File: config.mk
export PLATFORM = sky130hd
export DESIGN_NAME = thermal_throttle_ctrl
export DESIGN_NICKNAME = d
export VERILOG_FILES = /design/src/rtl/thermal_throttle_ctrl.sv
export SDC_FILE = /design/constraint.sdc
export NUM_CORES = 1
export LEC_CHECK = 0
export BUFFER_PORTS_ARGS = -buffer_cell sky130_fd_sc_hd__buf_2
export CAP_MARGIN = 30
export CORE_MARGIN = 2
export CORE_UTILIZATION = 57
export DETAILED_ROUTE_END_ITERATION = 8
export GPL_TIMING_DRIVEN = 0
export PLACE_DENSITY = 0.86
export SLEW_MARGIN = 20
export SYNTH_ARGS = -nofsm -noshare
export SYNTH_HDL_FRONTEND = slang
export SYNTH_SLANG_ARGS = --single-unit
File: constraint.sdc
create_clock -name clk -period 2.35 [get_ports clk]
set_clock_uncertainty 0.05 [all_clocks]
set_input_delay 0.47 -clock clk [delete_from_list [all_inputs] [get_ports clk]]
set_output_delay 0.47 -clock clk [all_outputs]
set_load 0.05 [all_outputs]
File: src/rtl/thermal_throttle_ctrl.sv
// thermal_throttle_ctrl: prioritised trip/throttle/fan FSM over the platform thermal and reset sources.
// Latency: outputs registered, 1 clk after the qualifying input or counter condition.
// Backpressure: none; level and pulse inputs are sampled every clk.
module thermal_throttle_ctrl #(
  parameter int ALERT_HOLD_MS   = 100,
  parameter int THROTTLE_MIN_MS = 20,
  parameter int PLTRST_DLY_MS   = 2,
  parameter int TRIP_FILT_CLKS  = 8
) (
  input  logic       clk,
  input  logic       rst_n,
  input  logic       cnt1ms_done,
  input  logic       irq_alert_n,
  input  logic       thermtrip_n,
  input  logic       pch_pltrst_n,
  input  logic       bmc_throttle_req,
  input  logic       trip_clear,
  output logic       fan_gate,
  output logic       throttle_sys,
  output logic       trip_latched,
  output logic [1:0] state
);

  localparam int AW = (ALERT_HOLD_MS   > 0) ? $clog2(ALERT_HOLD_MS + 1)   : 1;
  localparam int TW = (THROTTLE_MIN_MS > 0) ? $clog2(THROTTLE_MIN_MS + 1) : 1;
  localparam int PW = (PLTRST_DLY_MS   > 0) ? $clog2(PLTRST_DLY_MS + 1)   : 1;
  localparam int FW = (TRIP_FILT_CLKS  > 0) ? $clog2(TRIP_FILT_CLKS + 1)  : 1;

  localparam logic [AW-1:0] ALERT_LD = AW'(ALERT_HOLD_MS);
  localparam logic [TW-1:0] THR_LD   = TW'(THROTTLE_MIN_MS);
  localparam logic [PW-1:0] PL_LD    = PW'(PLTRST_DLY_MS);
  localparam logic [FW-1:0] FILT_MAX = FW'(TRIP_FILT_CLKS);

  typedef enum logic [1:0] {
    S_IDLE  = 2'd0,
    S_FAN   = 2'd1,
    S_THROT = 2'd2,
    S_TRIP  = 2'd3
  } state_t;

  state_t        cur_st;
  state_t        nxt_st;
  logic [AW-1:0] alert_cnt;
  logic [TW-1:0] thr_cnt;
  logic [PW-1:0] pl_cnt;
  logic [FW-1:0] filter;
  logic          alert_q;
  logic          pltrst_q;
  logic          trip_det;
  logic          alert_ev;
  logic          pl_rise;
  logic          thr_req;
  logic          thr_reload;

  assign trip_det = (filter == FILT_MAX);
  assign alert_ev = alert_q & ~irq_alert_n;
  assign pl_rise  = ~pltrst_q & pch_pltrst_n;
  assign thr_req  = ~pch_pltrst_n | (pl_cnt != '0) | bmc_throttle_req;
  assign state    = cur_st;

  always_comb begin
    nxt_st     = cur_st;
    thr_reload = 1'b0;
    if (cur_st == S_TRIP) begin
      // A latched trip only releases once the source is gone and the filter has drained.
      if (trip_clear && thermtrip_n && !trip_det) nxt_st = S_IDLE;
    end else if (trip_det) begin
      nxt_st = S_TRIP;
    end else if (thr_req) begin
      nxt_st     = S_THROT;
      thr_reload = 1'b1;
    end else if (cur_st == S_THROT && thr_cnt != '0) begin
      nxt_st = S_THROT;
    end else if (alert_ev || alert_cnt != '0) begin
      nxt_st = S_FAN;
    end else begin
      nxt_st = S_IDLE;
    end
  end

  // Hold counters: reload beats a same-clk tick, decrement saturates at zero.
  always_ff @(posedge clk or negedge rst_n) begin
    if (!rst_n) begin
      alert_cnt <= '0;
      thr_cnt   <= THR_LD;
      pl_cnt    <= '0;
      filter    <= '0;
      alert_q   <= 1'b1;
      pltrst_q  <= 1'b1;
    end else begin
      alert_q  <= irq_alert_n;
      pltrst_q <= pch_pltrst_n;

      if (thermtrip_n) begin
        filter <= '0;
      end else if (filter != FILT_MAX) begin
        filter <= filter + 1'b1;
      end

      if (alert_ev) begin
        alert_cnt <= ALERT_LD;
      end else if (cnt1ms_done && alert_cnt != '0) begin
        alert_cnt <= alert_cnt - 1'b1;
      end

      if (thr_reload) begin
        thr_cnt <= THR_LD;
      end else if (cnt1ms_done && thr_cnt != '0) begin
        thr_cnt <= thr_cnt - 1'b1;
      end

      if (pl_rise) begin
        pl_cnt <= PL_LD;
      end else if (cnt1ms_done && pl_cnt != '0) begin
        pl_cnt <= pl_cnt - 1'b1;
      end
    end
  end

  // Outputs are decoded from the next state so they change together with the state register.
  always_ff @(posedge clk or negedge rst_n) begin
    if (!rst_n) begin
      cur_st       <= S_THROT;
      fan_gate     <= 1'b1;
      throttle_sys <= 1'b1;
      trip_latched <= 1'b0;
    end else begin
      cur_st       <= nxt_st;
      fan_gate     <= (nxt_st != S_IDLE);
      throttle_sys <= (nxt_st == S_THROT) || (nxt_st == S_TRIP);
      trip_latched <= (nxt_st == S_TRIP);
    end
  end

endmodule

# Word level (Yosys, flattened, before mapping)
# Cells that the tools add are included.
[word_totals]
word_cells = 61
mem_bits_rw = 0
latchBits = 0
regBits = 25
out_inout_bits = 5
input_bits = 8
mem_count = 0
mem_bits_ro = 0
[classes]
muxes = 17
shifts = 0
div_mod_pow = 0
eq_ne = 6
n_bitwise = 7
n_mul = 0
n_reduce_logical = 17
n_lt_le_gt_ge = 0
add_sub_neg = 4
[op_table]
columns = ["cell", "count"]
rows = [
  ["2-to-1 mux 2 bit", 7],
  ["2-to-1 mux 7 bit", 2],
  ["nonzero test 2 bit", 6],
  ["2-to-1 mux 5 bit", 2],
  ["equality test 2 bit (second input constant)", 4],
  ["2-to-1 mux 4 bit", 2],
  ["nonzero test 7 bit", 1],
  ["subtractor 7 x 1 -> 7 bit (second input constant)", 1],
  ["logical AND 1 bit", 6],
  ["nonzero test 5 bit", 1],
  ["subtractor 5 x 1 -> 5 bit (second input constant)", 1],
  ["adder 4 x 1 -> 4 bit (second input constant)", 1],
  ["equality test 4 bit (second input constant)", 1],
  ["2-to-1 mux 1 bit", 4],
  ["inequality test 4 bit (second input constant)", 1],
  ["inverter 1 bit", 3],
  ["bitwise AND 1 bit", 2],
  ["logical OR 1 bit", 2],
  ["OR 1 bit", 2],
  ["subtractor 2 x 1 -> 2 bit (second input constant)", 1],
  ["zero test 1 bit", 1],
]

# Logic depth before layout (Yosys ltp)
# Gate-level depths: netlist (run 1).
[depth]
word_depth = 10
mapped_depth = 6
depth_no_buf = 5

# Worst setup path after synthesis (run 1)
# Ideal clock, no wire load.
[synth_path]
path_type = "reg-to-reg"
startpoint = "register alert_cnt[0]"
endpoint = "register alert_cnt[1]"
setup_slack_ns = 0.609
n_path_buf = 0
setup_time_ns = 0.125
t_required_ns = 2.175
period_less_slack_ns = 1.741
stages_incl_launch_ff = 6
arrival_time_ns = 1.566
cell_sequence = "dfrtp_1 -> inv_1 -> ha_1 -> or3b_2 -> o21a_1 -> mux2_2"
[synth_between]
elab_chain_len = 3
elab_cells_between_ends = 6
cone_classes = "add/sub: 1; mux: 2; reduce/logical: 3"
[synth_rtl]
columns = ["item", "line", "rtl"]
rows = [
  ["start: declaration", "43", "logic [AW-1:0] alert_cnt;"],
  ["start signal: assignment", "103", "alert_cnt <= alert_cnt - 1'b1;"],
  ["subtractor 7 x 1 -> 7 bit or nonzero test 7 bit (tied branches)", "103, 102", ""],
  ["2-to-1 mux 7 bit or logical AND 1 bit (tied branches)", "102", "end else if (cnt1ms_done && alert_cnt != '0) begin"],
  ["2-to-1 mux 7 bit or nonzero test 2 bit (tied branches)", "n/a", ""],
]
# Parallel ways exist; a longest one is shown, timed or not. The select of a mux whose other input is x is not followed.
# A chain may end at the register's enable or synchronous reset.

# Worst setup path after layout (run 1)
[layout_path]
startpoint = "register thr_cnt[0]"
endpoint = "register cur_st[0], in the netlist state[0]"
[layout_between]
elab_chain_len = 6
[layout_rtl]
columns = ["item", "line", "rtl"]
rows = [
  ["start: declaration", "44", "logic [TW-1:0] thr_cnt;"],
  ["start signal: assignment", "109", "thr_cnt <= thr_cnt - 1'b1;"],
  ["nonzero test 5 bit", "72", "end else if (cur_st == S_THROT && thr_cnt != '0) begin"],
  ["logical AND 1 bit", "72", ""],
  ["2-to-1 mux 2 bit", "72", ""],
  ["2-to-1 mux 2 bit", "69", "end else if (thr_req) begin"],
  ["2-to-1 mux 2 bit", "67", "end else if (trip_det) begin"],
  ["2-to-1 mux 2 bit", "64", "if (cur_st == S_TRIP) begin"],
  ["named net nxt_st[0]", "42", "state_t nxt_st;"],
  ["end signal: assignment", "128", "cur_st <= nxt_st;"],
  ["end: declaration", "41", "state_t cur_st;"],
]
# The timed path passes the listed nets, and every way through them passes these cells.

==> out/metrics.yaml, run 1 <==
synthDistinctLibCells: 40
nNetsFinal: 163
drt_iter0_drc: 29
antenna_cells: 0
synth_seq_cells: 25
slew_headroom: 0.610
rsz0062_at_grt: "false"
grt_remaining_overflow: 0
setup_tns_ns: 0
power_density_nw_per_um2: 721
clk_pin_slew_worst_paths_ns: 0.13
via_per_inst: 5.58
cts_root_buf: "clkbuf_4"
antenna_left: 0
finalHoldViolations: 0
die_w_um: 51.9
vias: 977
numCtsBuffers: 3
layout-drive-gt1-share: 0.184
met1Wirelength_um: 1110
status: "completed"
die_h_um: 51.9
worst-r2r-cell-count: 6
vdd_drop_max_mv: 0.498
num_rows: 17
dieArea_um2: 2700
dr_wl_met2_um: 1130
dpl-instance-area_um2: 1400
synth_top_family_by_area: "simple AND/OR/NAND/NOR gates"
cts_setup_buffers: 0
syn_to_final_growth_pct: 9.27
highest_layer: "met4"
synth-simple-area-share: 0.226
avgSynthCellArea_um2: 9.99
design_area_um2: 1430
yosysWarnings: 0
insertion_delay_ns: 0.30
setup_viol: 0
grt_pass1_vias: 879
htree_levels: 1
tightest_slew_ns: 0.577
grt_max_degree: 26
synthAdderAreaFrac: 0.0669
syn-cell-area_um2: 1310
initial_utilization: 0.597
syn_nets: 146
postCtsHoldBufs: 0
synth-compound-area-share: 0.136
drv_cap: 0
clock.fmax_mhz: 517
synth-xor-area-share: 0.0268
routedWlPerCell_um: 13.3
synth.area.mux_share: 0.0163
cp_max_fo: 6
grt_antenna_before_repair: 0
clockBufferDepth: 2
place.gp.congestion: 0.839
grt_pass1_wl_um: 3840
final_max_slew_viol_count: 0
post-route-period-util: 0.822
p_leak_nw: 0.603
syn_inst: 131
cp-end-kind: "register"
numPortBuffers: 12
hold_path_class: "input pin to asynchronous set/reset pin"
cts.sinks: 25
core_um2: 2190
cts_tree: "built"
nFillCells: 170
post_cts_resize_count: 0
drt_drc_violations_left: 0
gr-usage-all-layers: 0.189
critPathKind: "register to register"
start_kind: "register"
ios: 13
fin_crit_ns: 1.93
arrival_ns: 2.08
firstDrtPassIters: 4
ys_seq_area_frac: 0.485
hpwl_um: 1740
dr_wl_met3_um: 74
finalWirelength_um: 2330
cp.required_ns: 2.50
-- layout make-up --
class	instances	area (um2)	share of cell area
Inverter	10	37.5	0.0262
Clock buffer	4	26.3	0.0184
Timing Repair Buffer	12	60.1	0.0420
Multi-Input combinational cell	91	617	0.431
Buffer	5	20.0	0.0140
Tap cell	28	35.0	0.0245
Sequential cell	25	634	0.444
-- cells in the mapped netlist --
cell type,count,area [um2]
a211o_1,1,8.76
a21o_2,1,8.76
a21oi_1,7,35.0
a311oi_1,1,8.76
a31oi_1,2,12.5
and3_1,2,12.5
and3b_1,1,8.76
buf_2,1,5.00
clkbuf_1,4,15.0
dfrtp_1,18,450
dfstp_2,7,184
ha_1,7,87.6
inv_1,10,37.5
mux2_2,1,11.3
mux2i_1,1,10.0
nand2_1,10,37.5
nand2b_1,5,31.3
nand3_1,4,20.0
nand3b_1,5,37.5
nor2_1,8,30.0
nor2b_1,1,6.26
nor3_1,3,15.0
nor3b_1,1,7.51
nor4_1,1,6.26
nor4b_1,2,17.5
o211ai_1,1,7.51
o21a_1,4,30.0
o21ai_0,6,30.0
o21ba_2,1,10.0
o221ai_1,1,8.76
o311ai_1,1,8.76
o32ai_1,1,8.76
or2b_1,1,7.51
or3_1,2,12.5
or3b_2,1,8.76
or4_1,2,15.0
or4b_1,1,10.0
or4bb_1,1,11.3
xnor2_1,3,26.3
xor2_1,1,8.76
-- critical path, cell delays in order, from the launching register on --
cell and delay, ns:
dfrtp_1 0.40, inv_1 0.12, ha_1 0.20, or4b_1 0.43
buf_2 0.17, o21a_1 0.17, o311ai_1 0.29
-- where the power goes --
part	switching (mW)	leakage, nW	internal (mW)
combinational	0.152	0.287	0.133
clock	0.118	0.0150	0.0661
sequential	0.0580	0.301	0.504
-- routing by layer --
layer  up-vias  GRT usage
met5         -          0
met4         0     0.0395
met3         2     0.0259
met2        18      0.331
met1       462      0.247
li1        495          -
-- kinds of logic (layout without fill, tap and decap cells) --
logic type | count (synthesis) | after routing
compound gates | 27 | 27
simple gates | 51 | 51
xor+xnor | 4 | 4
mux | 2 | 2
flops | 25 | 25
fa+ha+maj | 7 | 7
buf+inv | 15 | 31
-- metrics by stage --
step / power (mW) / std cells / hold WS (ns) / util / setup WS (ns)
floorplan: 0.778 / 131 / 0.124 / - / 0.609
global placement: 0.833 / 171 / 0.424 / 0.641 / 0.528
detailed placement: 0.857 / 171 / 0.440 / 0.641 / 0.452
CTS: 1.04 / 175 / 0.0946 / 0.653 / 0.423
global route: 1.11 / 175 / 0.105 / 0.653 / 0.313
finish: 1.03 / 175 / 0.0815 / 0.653 / 0.417
-- cell usage in the layout (no fill, tap or decap), types with 2 or more instances in the layout --
cell	count
xnor2_1	3
ha_1	7
or3_1	2
clkbuf_1	5
nand3b_1	5
and3_1	2
dfrtp_1	18
clkbuf_4	3
dfstp_2	7
o21a_1	4
nand2b_1	5
buf_2	13
a31oi_1	2
inv_1	10
nor2_1	8
nor4b_1	2
nor3_1	3
o21ai_0	6
or4_1	2
a21oi_1	7
nand2_1	10
nand3_1	4
-- state kept, by name (all words and copies together) (netlist names) --
signal and count:
throttle_sys 1, thr_cnt 5, fan_gate 1, alert_q 1, state 2, pltrst_q 1, trip_latched 1, pl_cnt 2
filter 4, alert_cnt 7
-- worst paths after layout --
kind	start	endpoint	slack, ns
setup reg to reg	thr_cnt[0]	state[0]	0.42
hold reg to reg	pl_cnt[1]	pl_cnt[1]	0.46
max in group asynchronous	rst_n	fan_gate	1.79
setup / recovery	thr_cnt[0]	state[0]	0.42
min in group clk	irq_alert_n	alert_q	0.22
hold / removal	rst_n	thr_cnt[3]	0.08
No activity file was read; power rests on OpenSTA's default activity.
==> inputs of run 2 (changes only) <==
Clock period 2.35 ns to 2 ns, I/O delays scaled along.
==> out/metrics.yaml, run 2 (synthesis results as in run 1) <==
status: "completed"
dp_slack_ns: 0.102  # -0.350 ns
drt_iter0_drc: 27  # -6.9%
arrival_ns: 2.06  # -0.02 ns
cp-end-kind: "register"
top_register: "alert_cnt"
slowest_delay_ns: 0.43  # about the same
grt_pass1_wl_um: 3840  # unchanged
grt_remaining_overflow: 0  # unchanged
p_leak_nw: 0.606  # +0.39%
layout_commonest_cell: "dfrtp_1"
stdcell_count: 175  # unchanged
slew_headroom: 0.609  # -0.000966
cp_cell_sequence: "inv_1 -> ha_1 -> or4b_1 -> buf_2 -> o21a_1 -> o311ai_2"
insertion_delay_ns: 0.30  # about the same
via_per_inst: 5.59  # +0.10%
htree_levels: 1  # unchanged
largest_reg_flops: 7  # unchanged
syn_to_final_growth_pct: 10.4
timing.hold.ws_ns: 0.0127  # -0.0688 ns
hold_path_class: "input pin to asynchronous set/reset pin"
cts_root_buf: "clkbuf_4"
hpwl_um: 1740  # unchanged
setup_ws_ns: 0.0970  # -0.320 ns
antenna_left: 0  # unchanged
core_um2: 2190  # unchanged
busiest_layer: "met2"
numCtsBuffers: 3  # unchanged
finalHoldViolations: 0  # unchanged
drv_cap: 0  # unchanged
cts_tree: "built"
drt_drc_violations_left: 0  # unchanged
nNetsFinal: 163  # unchanged
place_inst: 171  # unchanged
worst_path_max_delay_cell: "or4b_1"
crit_path_start: "thr_cnt[0]"
setup_viol: 0  # unchanged
layout-drive-gt1-share: 0.197  # +0.0136
num_rows: 17  # unchanged
post-route-period-util: 0.951  # +0.129
antenna_cells: 0  # unchanged
power_density_nw_per_um2: 839  # +16%
numPortBuffers: 12  # unchanged
fin_crit_ns: 1.90  # -0.0296 ns
die_w_um: 51.9  # unchanged
nFillCells: 168  # -1.2%
finalWirelength_um: 2320  # -0.60%
start_kind: "register"
final_max_slew_viol_count: 0  # unchanged
cp_max_fo: 6  # unchanged
die_h_um: 51.9  # unchanged
firstDrtPassIters: 4  # unchanged
grt_max_degree: 26  # unchanged
vdd_drop_max_mv: 0.587  # +18%
utilization: 0.660  # +0.00685
ios: 13  # unchanged
critPathKind: "register to register"
tightest_slew_ns: 0.579  # +0.00143 ns
dieArea_um2: 2700  # unchanged
initial_utilization: 0.597  # unchanged
reg_top3: "alert_cnt (7), thr_cnt (5), filter (4)"
vias: 978  # +0.10%
gr-usage-met1: 0.247  # unchanged
final_cell_mix: "dfrtp_1 (18), buf_2 (13), inv_1 (10), nand2_1 (10), nor2_1 (8)"
gr-usage-all-layers: 0.189  # unchanged
grt_use_met3: 0.0259  # unchanged
grt_antenna_before_repair: 0  # unchanged
setup_tns_ns: 0  # unchanged
clockBufferDepth: 2  # unchanged
grt_pass1_vias: 879  # unchanged
place.gp.congestion: 0.839  # unchanged
routedWlPerCell_um: 13.2  # -0.60%
clk_pin_slew_worst_paths_ns: 0.13  # about the same
cts_setup_buffers: 0  # unchanged
clock.fmax_mhz: 525  # +1.6%
cts.sinks: 25  # unchanged
reg2reg_slack_ns: 0.1  # -0.32 ns
cp.required_ns: 2.16  # -0.34 ns
use_met2: 0.331  # unchanged
crit-reg2reg-launch: "thr_cnt[0]"
[run 2: final cells by class]
class | count | area [um2] | area share
Clock buffer | 4 | 26.3 | 0.0182
Sequential cell | 25 | 634 | 0.439
Multi-Input combinational cell | 91 | 632 | 0.437
Timing Repair Buffer | 12 | 60.1 | 0.0416
Tap cell | 28 | 35.0 | 0.0242
Inverter | 10 | 37.5 | 0.0260
Buffer | 5 | 20.0 | 0.0139
[run 2: metal layers]
metal | routed length [um] | share of wire | vias up
li1 | - | - | 495
met1 | 1090 | 0.47 | 460
met2 | 1130 | 0.49 | 21
met3 | 83 | 0.036 | 2
met4 | 10 | 0.0043 | 0
met5 | 0 | 0 | -
[run 2: where the power goes]
part           leakage, nW  internal (mW)  switching [mW]  total [mW]
sequential           0.301          0.592          0.0671       0.659
clock               0.0150         0.0776           0.139       0.216
combinational        0.290          0.157           0.181       0.338
total                0.606          0.827           0.386        1.21
[run 2: through the flow]
stage	power [mW]	cell area [um2]
floorplan	0.914	1310
finish	1.21	1450
CTS	1.23	1430
detailed placement	1.01	1400
global route	1.31	1450
global placement	0.978	1400
[run 2: path summary, 6_finish.rpt]
path,endpoint,cells after the start
hold / removal,thr_cnt[3],1
hold reg to reg,pl_cnt[1],2
max in group asynchronous,fan_gate,1
min in group clk,alert_q,1
setup / recovery,state[0],6
setup reg to reg,state[0],6
[run 2: repair_timing]
action,CTS,global route
setup endpoints to repair,0,2
gates resized for setup,0,2
hold buffers,0,0
endpoints found under the hold margin,0,0
[run 2: worst max-delay path: cells and delay by family (launching register included)]
kind,cells,cell delay [ns]
AOI/OAI and AO/OA,2,0.44
adders and majority gates,1,0.20
buffers and inverters,2,0.29
DFF,1,0.40
and+or+nand+nor,1,0.43
